`src/rtl/ram_control_unit.sv`:
```
// ram_control_unit: multi-cycle LEGv8 sequencer that fetches over req/ack, decodes and drives the RAM datapath control word.
// Optional feature macro CBZ_EN: decode CBZ/CBNZ; without it both opcodes halt as illegal.
module ram_control_unit #(
  parameter logic [63:0] PC_RESET   = 64'h0,
  parameter int          MEM_CYCLES = 2
) (
  input  logic        clk,
  input  logic        rst,
  output logic        instr_req,
  input  logic        instr_ack,
  input  logic [31:0] instr,
  output logic [63:0] pc,
  input  logic [63:0] pc_in,
  input  logic [3:0]  status,
  output logic [4:0]  SA,
  output logic [4:0]  SB,
  output logic [4:0]  DA,
  output logic [4:0]  FS,
  output logic [63:0] K,
  output logic        W,
  output logic        EN_ALU,
  output logic        EN_B,
  output logic        EN_ADDR,
  output logic        K_SEL,
  output logic        PC_SEL,
  output logic        C0,
  output logic        WE,
  output logic        OE,
  output logic        halt
);

  typedef enum logic [2:0] {S_FETCH, S_DECODE, S_EXEC, S_MEM, S_HALT} state_t;
  typedef enum logic [3:0] {OP_ADD, OP_SUB, OP_ADDI, OP_SUBI, OP_LDUR, OP_STUR,
                            OP_BR, OP_B, OP_CBZ, OP_CBNZ, OP_ILL} op_t;

  typedef struct packed {
    logic [4:0]  sa;
    logic [4:0]  sb;
    logic [4:0]  da;
    logic [4:0]  fs;
    logic [63:0] k;
    logic        w;
    logic        en_alu;
    logic        en_b;
    logic        en_addr;
    logic        k_sel;
    logic        pc_sel;
    logic        c0;
    logic        we;
    logic        oe;
  } cw_t;

  localparam logic [4:0] FS_ADD   = 5'b01000;
  localparam logic [4:0] FS_SUB   = 5'b01010;
  localparam logic [2:0] MEM_LAST = 3'(MEM_CYCLES - 1);
  localparam cw_t CW_IDLE = '{sa: 5'd31, sb: 5'd31, da: 5'd31, fs: 5'd0, k: 64'd0,
                              w: 1'b0, en_alu: 1'b0, en_b: 1'b0, en_addr: 1'b0, k_sel: 1'b0,
                              pc_sel: 1'b0, c0: 1'b0, we: 1'b0, oe: 1'b0};

  state_t      state, state_n;
  op_t         op;
  cw_t         cw_q, cw_n, cw_exec, cw_mem;
  logic [31:0] ir;
  logic [63:0] pc_q, pc_n;
  logic [2:0]  cnt, cnt_n;
  logic        req_q;

  // Instruction fields
  logic [4:0]  rd, rn, rm;
  logic [63:0] imm12_z, imm9_s, br26;
  assign rd      = ir[4:0];
  assign rn      = ir[9:5];
  assign rm      = ir[20:16];
  assign imm12_z = {52'd0, ir[21:10]};
  assign imm9_s  = {{55{ir[20]}}, ir[20:12]};
  assign br26    = {{36{ir[25]}}, ir[25:0], 2'b00};

`ifdef CBZ_EN
  logic [63:0] br19;
  logic        cb_taken;
  logic [2:0]  unused_status;
  assign br19          = {{43{ir[23]}}, ir[23:5], 2'b00};
  assign cb_taken      = (op == OP_CBZ) ? status[0] : ~status[0];
  assign unused_status = status[3:1];
`else
  logic [3:0]  unused_status;
  assign unused_status = status;
`endif

  always_comb begin
    op = OP_ILL;
    if      (ir[31:21] == 11'b10001011000) op = OP_ADD;
    else if (ir[31:21] == 11'b11001011000) op = OP_SUB;
    else if (ir[31:22] == 10'b1001000100)  op = OP_ADDI;
    else if (ir[31:22] == 10'b1101000100)  op = OP_SUBI;
    else if (ir[31:21] == 11'b11111000010) op = OP_LDUR;
    else if (ir[31:21] == 11'b11111000000) op = OP_STUR;
    else if (ir[31:21] == 11'b11010110000) op = OP_BR;
    else if (ir[31:26] == 6'b000101)       op = OP_B;
`ifdef CBZ_EN
    else if (ir[31:24] == 8'b10110100)     op = OP_CBZ;
    else if (ir[31:24] == 8'b10110101)     op = OP_CBNZ;
`endif
  end

  always_comb begin
    cw_exec = CW_IDLE;
    case (op)
      OP_ADD, OP_SUB: begin
        cw_exec.sa     = rn;
        cw_exec.sb     = rm;
        cw_exec.da     = rd;
        cw_exec.fs     = (op == OP_SUB) ? FS_SUB : FS_ADD;
        cw_exec.c0     = (op == OP_SUB);
        cw_exec.en_alu = 1'b1;
        cw_exec.w      = 1'b1;
      end
      OP_ADDI, OP_SUBI: begin
        cw_exec.sa     = rn;
        cw_exec.da     = rd;
        cw_exec.k      = imm12_z;
        cw_exec.k_sel  = 1'b1;
        cw_exec.fs     = (op == OP_SUBI) ? FS_SUB : FS_ADD;
        cw_exec.c0     = (op == OP_SUBI);
        cw_exec.en_alu = 1'b1;
        cw_exec.w      = 1'b1;
      end
      OP_LDUR, OP_STUR: begin
        cw_exec.sa      = rn;
        cw_exec.k       = imm9_s;
        cw_exec.k_sel   = 1'b1;
        cw_exec.fs      = FS_ADD;
        cw_exec.en_addr = 1'b1;
      end
      OP_BR: begin
        cw_exec.sa     = rn;
        cw_exec.pc_sel = 1'b1;
      end
      OP_CBZ, OP_CBNZ: begin
        // Pass Rt through the ALU (Rt + 0) so the datapath refreshes Z.
        cw_exec.sa     = rd;
        cw_exec.fs     = FS_ADD;
        cw_exec.k_sel  = 1'b1;
        cw_exec.en_alu = 1'b1;
      end
      default: ;
    endcase
  end

  // Address computation (Rn + imm9) stays on the bus for the whole access.
  always_comb begin
    cw_mem         = CW_IDLE;
    cw_mem.sa      = rn;
    cw_mem.k       = imm9_s;
    cw_mem.k_sel   = 1'b1;
    cw_mem.fs      = FS_ADD;
    cw_mem.en_addr = 1'b1;
    if (op == OP_STUR) begin
      cw_mem.sb   = rd;
      cw_mem.en_b = 1'b1;
      cw_mem.we   = 1'b1;
    end else begin
      cw_mem.da = rd;
      cw_mem.oe = 1'b1;
      cw_mem.w  = (cnt_n == MEM_LAST);
    end
  end

  always_comb begin
    state_n = state;
    cnt_n   = cnt;
    pc_n    = pc_q;
    case (state)
      S_FETCH:  if (req_q && instr_ack) state_n = S_DECODE;
      S_DECODE: state_n = (op == OP_ILL) ? S_HALT : S_EXEC;
      S_EXEC: begin
        if (op == OP_LDUR || op == OP_STUR) begin
          state_n = S_MEM;
          cnt_n   = 3'd0;
        end else begin
          state_n = S_FETCH;
          case (op)
            OP_BR:   pc_n = pc_in;
            OP_B:    pc_n = pc_q + br26;
`ifdef CBZ_EN
            OP_CBZ, OP_CBNZ: pc_n = cb_taken ? pc_q + br19 : pc_q + 64'd4;
`endif
            default: pc_n = pc_q + 64'd4;
          endcase
        end
      end
      S_MEM: begin
        if (cnt == MEM_LAST) begin
          state_n = S_FETCH;
          pc_n    = pc_q + 64'd4;
        end else begin
          cnt_n = cnt + 3'd1;
        end
      end
      S_HALT:  state_n = S_HALT;
      default: state_n = S_FETCH;
    endcase
  end

  always_comb begin
    cw_n = CW_IDLE;
    if (state_n == S_EXEC)     cw_n = cw_exec;
    else if (state_n == S_MEM) cw_n = cw_mem;
  end

  always_ff @(posedge clk or negedge rst) begin
    if (!rst) state <= S_FETCH;
    else      state <= state_n;
  end

  always_ff @(posedge clk or negedge rst) begin
    if (!rst) begin
      pc_q  <= PC_RESET;
      cnt   <= 3'd0;
      req_q <= 1'b0;
      ir    <= 32'd0;
      cw_q  <= CW_IDLE;
    end else begin
      pc_q  <= pc_n;
      cnt   <= cnt_n;
      req_q <= (state_n == S_FETCH);
      cw_q  <= cw_n;
      if (state == S_FETCH && req_q && instr_ack) ir <= instr;
    end
  end

  assign instr_req = req_q;
  assign pc        = pc_q;
  assign halt      = (state == S_HALT);
  assign SA        = cw_q.sa;
  assign SB        = cw_q.sb;
  assign DA        = cw_q.da;
  assign FS        = cw_q.fs;
  assign K         = cw_q.k;
  assign W         = cw_q.w;
  assign EN_ALU    = cw_q.en_alu;
  assign EN_B      = cw_q.en_b;
  assign EN_ADDR   = cw_q.en_addr;
  assign K_SEL     = cw_q.k_sel;
  assign PC_SEL    = cw_q.pc_sel;
  assign C0        = cw_q.c0;
  assign WE        = cw_q.we;
  assign OE        = cw_q.oe;

endmodule

```
`config.mk`:
```
export PLATFORM = sky130hd
export DESIGN_NAME = ram_control_unit
export DESIGN_NICKNAME = d
export VERILOG_FILES = /design/src/rtl/ram_control_unit.sv
export SDC_FILE = /design/constraint.sdc
export NUM_CORES = 1
export LEC_CHECK = 0
export ABC_AREA = 1
export BUFFER_PORTS_ARGS = -buffer_cell sky130_fd_sc_hd__buf_2
export CORE_MARGIN = 4
export CORE_UTILIZATION = 50
export CTS_CLUSTER_DIAMETER = 60
export CTS_CLUSTER_SIZE = 10
export DETAILED_ROUTE_END_ITERATION = 16
export GPL_ROUTABILITY_DRIVEN = 0
export PLACE_DENSITY = 0.75
export SYNTH_ARGS = -nofsm -noshare
export SYNTH_HDL_FRONTEND = slang
export SYNTH_SLANG_ARGS = --single-unit
```
`constraint.sdc`:
```
create_clock -name clk -period 3 [get_ports clk]
set_input_delay 0.75 -clock clk [delete_from_list [all_inputs] [get_ports clk]]
set_output_delay 0.75 -clock clk [all_outputs]
set_load 0.02 [all_outputs]
```
# After elaboration in Yosys (flattened, before gate mapping)
# Cells that the tools add are included.
# classes
eq_ne	28
mux	40
addsub	3
reduce_logical	18
# op_table
cell	n
64-bit one-hot mux with 2 select lines	3
93-bit 2-to-1 mux	2
64-bit 2-to-1 mux	2
64-bit by 3-bit adder with 64-bit output, second input constant	1
64-bit adder	1
11-bit == test, second input constant	5
4-bit 2-to-1 mux	8
10-bit == test, second input constant	2
5-bit 2-to-1 mux	4
4-bit by 3-bit == test with 1-bit output, second input constant	4
3-bit 2-to-1 mux	5
3-bit one-hot mux with 5 select lines	1
3-bit by 2-bit == test with 1-bit output, second input constant	4
4-bit == test, second input constant	3
4-bit one-hot mux with 3 select lines	1
6-bit OR reduction	2
5-bit one-hot mux with 2 select lines	1
3-bit by 1-bit == test with 1-bit output, second input constant	3
4-bit by 2-bit == test with 1-bit output, second input constant	2
1-bit 2-to-1 mux	8
2-bit OR reduction	4
4-bit OR reduction	2
7-bit OR reduction	1
6-bit by 3-bit == test with 1-bit output, second input constant	1
13 further kinds	19
# word_totals
input_bits	103
output_inout_bits	159
ff_bits	196
elab_cells	108

# Logic depth before layout (Yosys ltp)
# logic_depth
ltp_word	17
ltp_mapped	18
depth_no_buf	18

# Least setup slack after synthesis
# Ideal clock, no wire load.
# synth_timing
path_type	reg2reg
from	register ir[25]
to	register pc_q[28] (netlist: pc[28])
period_less_slack_ns	2.597
setup_slack_ns	0.403
setup_time_ns	0.113
arrival_ns	2.484
path_buffers	0
t_required_ns	2.887
stages_incl_launch_ff	14
path_cell_list	dfrtp_1 -> ha_1 -> nand2_1 -> nand2_1 -> o21bai_1 -> inv_1 -> nand2_1 -> a21oi_1 -> nand2_1 -> or2_2 -> nand3_1 -> nand4_1 -> nand2_1 -> inv_1
# synth_between
elab_chain_len	12
word_cells_on_any_way	25
cone_classes	add/sub (1); eq/ne (12); mux (10); reduce/logical (2)
# synth_rtl
element	line_no	text
from (decl)	63	logic [31:0] ir;
from (signal assigned)	228	if (state == S_FETCH && req_q && instr_ack) ir <= instr;
11-bit == test	98	else if (ir[31:21] == 11'b11010110000) op = OP_BR;
4-bit 2-to-1 mux	98	
4-bit 2-to-1 mux	97	else if (ir[31:21] == 11'b11111000000) op = OP_STUR;
4-bit 2-to-1 mux	96	else if (ir[31:21] == 11'b11111000010) op = OP_LDUR;
4-bit 2-to-1 mux	95	else if (ir[31:22] == 10'b1101000100) op = OP_SUBI;
4-bit 2-to-1 mux	94	else if (ir[31:22] == 10'b1001000100) op = OP_ADDI;
4-bit 2-to-1 mux	93	else if (ir[31:21] == 11'b11001011000) op = OP_SUB;
4-bit 2-to-1 mux	92	if (ir[31:21] == 11'b10001011000) op = OP_ADD;
4-bit by 3-bit == test with 1-bit output, on equally long branches	182, 177	
64-bit one-hot mux with 2 select lines / 1-bit logical OR (equally long branches)	182, 177	
64-bit 2-to-1 mux / 2-bit != test (equally long branches)	--	
64-bit one-hot mux with 2 select lines / 3-bit AND reduction (equally long branches)	--	
to (signal assigned)	224	pc_q <= pc_n;
to (decl)	64	logic [63:0] pc_q, pc_n;
# Parallel ways exist; a longest one is shown, timed or not. The select of a mux whose other input is x is not followed.
# A chain may end at the register's enable or synchronous reset.

# Worst setup path after layout
# layout_timing
from	register ir[0]
to	register pc_q[32] (netlist: pc[32])
# layout_between
elab_chain_len	4
# layout_rtl
element	line_no	text
64-bit adder	184	OP_B: pc_n = pc_q + br26;
64-bit one-hot mux with 2 select lines	182	case (op)
64-bit 2-to-1 mux	177	if (op == OP_LDUR || op == OP_STUR) begin
64-bit one-hot mux with 2 select lines	173	case (state)
# Every way passes these cells. The select of a mux whose other input is x is not followed.

==> flow_summary.yaml <==
critical_path:
  crit_path_end_kind: "register"
  cp_max_fo: 5
  path_cells: "ha_2, fa_2, nand3_1, nand2_1, nand2_1, nand2_1, nand2_1, nand3_1, nand3_1, nand2_1, xor2_1, nand2_1, a21oi_1"
  crit_path_max_incr_delay_ps: 450
  critPathTopFamily: "simple AND/OR/NAND/NOR gates"
  arrival_ps: 3200
  path_buf_inv: 0
  path_class: "reg -> reg"
  path_common_cell: "nand2_1"
  cp_data_required_time_ps: 3360
  slowest_stage: "dfrtp_1"
  cp-start-kind: "register"
yosys:
  postSynthCellCount: 2456
  yosysSeqAreaShare_pct: 24.42
  synth_cell_types: 46
  synth_warnings: 0
  synthesis.area_um2: 14420
  avgSynthCellArea_um2: 5.872
  ys_seq_elements: 140
floorplan:
  fp.coreArea_um2: 28090
  die_x_um: 177.8
  fp.dieH_um: 177.8
  rows: 61
  initial_core_util_pct: 51.35
  die-area_um2: 31620
  io-pin-count: 262
clock_network:
  cts_hold_buf: 0
  clk_latency_ps: 440
  numClockSinks: 140
  cts_tree: "built"
  htreeDepth: 4
  cts.path.max_buffers: 2
  clkTransAtPathRegs_ps: 70
  cts_root_buf: "clkbuf_16"
  cts_buffers: 17
timing:
  worst_slew_pin_slew_ps: 879.5
  finalClockSkew_ps: 12.21
  setup_violations: 0
  tns_ps: 0
  post-route-min-period_ps: 2841
  max_freq_mhz: 351.9
  relSlewSlack_pct: 41.37
  hold_viol: 0
  grt_setup_unrepaired: "no"
  slew_violations: 0
  period_share_pct: 94.71
detailed_routing:
  ant_nets: 0
  via_count: 17300
  drt_iter0_drc: 2309
  first_pass_iters: 7
  routed_via_density: 5.601
  wl_um: 57280
  wl_per_cell_um: 18.54
  drcViolationCount: 0
final_layout:
  area_growth_pct: 15.70
  nets: 2865
  drive_above_1_share_pct: 15.28
  fill_cells: 2851
pwr:
  switching_share_pct: 25.55
  peakVddDrop_v: 0.0002927
  power.total_mw: 4.167
  p_seq_share_pct: 45.3
  pwr-share-clk_pct: 52.0
  p_leak_nw: 9.245
  p_per_area_nw_per_um2: 249.8
  switchingPower_mw: 1.065
  pwr-share-comb_pct: 2.7
  intPower_mw: 3.102
grt:
  grt_usage_pct: 35.58
  grt_first_pass_wirelength_um: 86430
  grt_max_degree: 80
  grt-ovfl-total: 0
  grt_pass1_vias: 15820
  antenna_found_initial: 0
run:
  drv_cap: 0
placement:
  portBuffers: 254
  hpwl_um: 46180
min_path:
  hold_path_class: "in -> async"
run_status:
  outcome: "finished, final reports clean"
-- Yosys cell counts (all sizes together) --
cell type,instances,area (um^2)
nand2,809,3039
nor3,58,300.3
dfstp,15,394.1
a21oi,139,695.7
or2,14,87.58
clkbuf,18,67.56
o211a,1,10.01
nand3,155,785.8
o211ai,1,7.510
nor2,325,1266
a21o,3,22.52
xnor2,17,148.9
fa,1,20.02
buf,77,560.5
a2bb2oi,1,8.760
nor4,7,43.79
conb,1,3.750
mux2,10,112.6
xor2,44,385.4
a22oi,2,15.01
ha,64,800.8
o22ai,7,43.79
a31oi,18,112.6
nor3b,2,20.02
o21ai,50,250.2
and3,3,18.77
dfrtp,125,3128
inv,413,1550
and2,3,18.77
o21bai,12,90.09
nand4,41,262.8
nand3b,20,150.1
-- power by group through the flow --
stage	clock network [mW]	logic [mW]	registers, mW
2_1_floorplan	0	0.00656	1.92
4_1_cts	2.17	0.115	1.89
3_5_place_dp	0	0.114	1.92
6_report	2.17	0.114	1.89
3_3_place_gp	0	0.113	1.92
5_1_grt	2.23	0.125	1.89
-- per-layer routing --
metal	up-vias	wire length (um)	track usage, %
li1	8128	-	-
met1	7659	21180	44.22
met2	1201	23790	54.05
met3	313	6567	7.605
met4	0	5749	26.75
met5	-	0	0
-- final cells by class --
class                      count  area [um^2]  area share [%]
inverter                     413         1550           9.291
tap                          378        473.0           2.835
timing repair buffer         315         1810           10.85
clock buffer                  19        432.9           2.595
clock inverter                13        131.4          0.7874
sequential                   140         3522           21.11
multi-input combinational   1810         8762           52.52
antenna                        1        2.502         0.01500
-- cells by family (layout without fill, tap and decap cells) --
kind of cell | after synthesis | count (layout) | synth area share (%)
other | 1 | 4 | 0.02600
AND/OR/NAND/NOR | 1437 | 1437 | 41.56
buffers and inverters | 508 | 760 | 15.10
adder cells (fa/ha/maj) | 65 | 65 | 5.691
flip-flops | 140 | 140 | 24.42
XOR/XNOR | 61 | 61 | 3.705
AO/OA/AOI/OAI | 234 | 234 | 8.711
multiplexers | 10 | 10 | 0.7809
-- final timing paths --
path	slack, ps	startpoint	cells after the start	end
worst max-delay path	160	ir[0]	13	pc[32]
worst min-delay path	270	rst	1	pc[61]
worst max register to register	160	ir[0]	13	pc[32]
worst min register to register	500	ir[6]	2	SA[1]
max in group asynchronous	1870	rst	2	DA[2]
min in group clk	500	ir[6]	2	SA[1]
-- repair_timing --
| action | in CTS | in global routing |
|---|---|---|
| endpoints found under the setup margin | 0 | 12 |
| resized for setup | 0 | 9 |
| setup buffers | 0 | 0 |
-- registers in the layout (all words and copies together) (netlist names), 2 cells and up --
name and cells:
DA 5, FS 2, K 13, SA 5, SB 5, cnt 3, ir 32, pc 64
state 3
-- metrics by stage --
stage	hold WS, ps	instance area [um^2]	utilization (%)	setup WS [ps]	std cells
6_report	266.9	16680	59.40	158.7	3089
4_1_cts	312.5	16650	59.28	133.8	3088
5_1_grt	323.1	16680	59.39	3.417	3088
3_3_place_gp	485.5	16090	57.27	268.6	3056
2_1_floorplan	453.4	14430	-	403.4	2458
3_5_place_dp	475.2	16090	57.27	208.5	3056
-- layout by cell type, fill, tap and decap left out, drive strengths merged, types with 44 or more instances in the layout --
master / netlist / final
xor2: 44 / 44
inv: 413 / 420
nand3: 155 / 155
dfrtp: 125 / 125
nand2: 809 / 809
a21oi: 139 / 139
buf: 77 / 315
ha: 64 / 64
o21ai: 50 / 50
nor3: 58 / 58
nor2: 325 / 325
No activity file was read; power rests on OpenSTA's default activity.
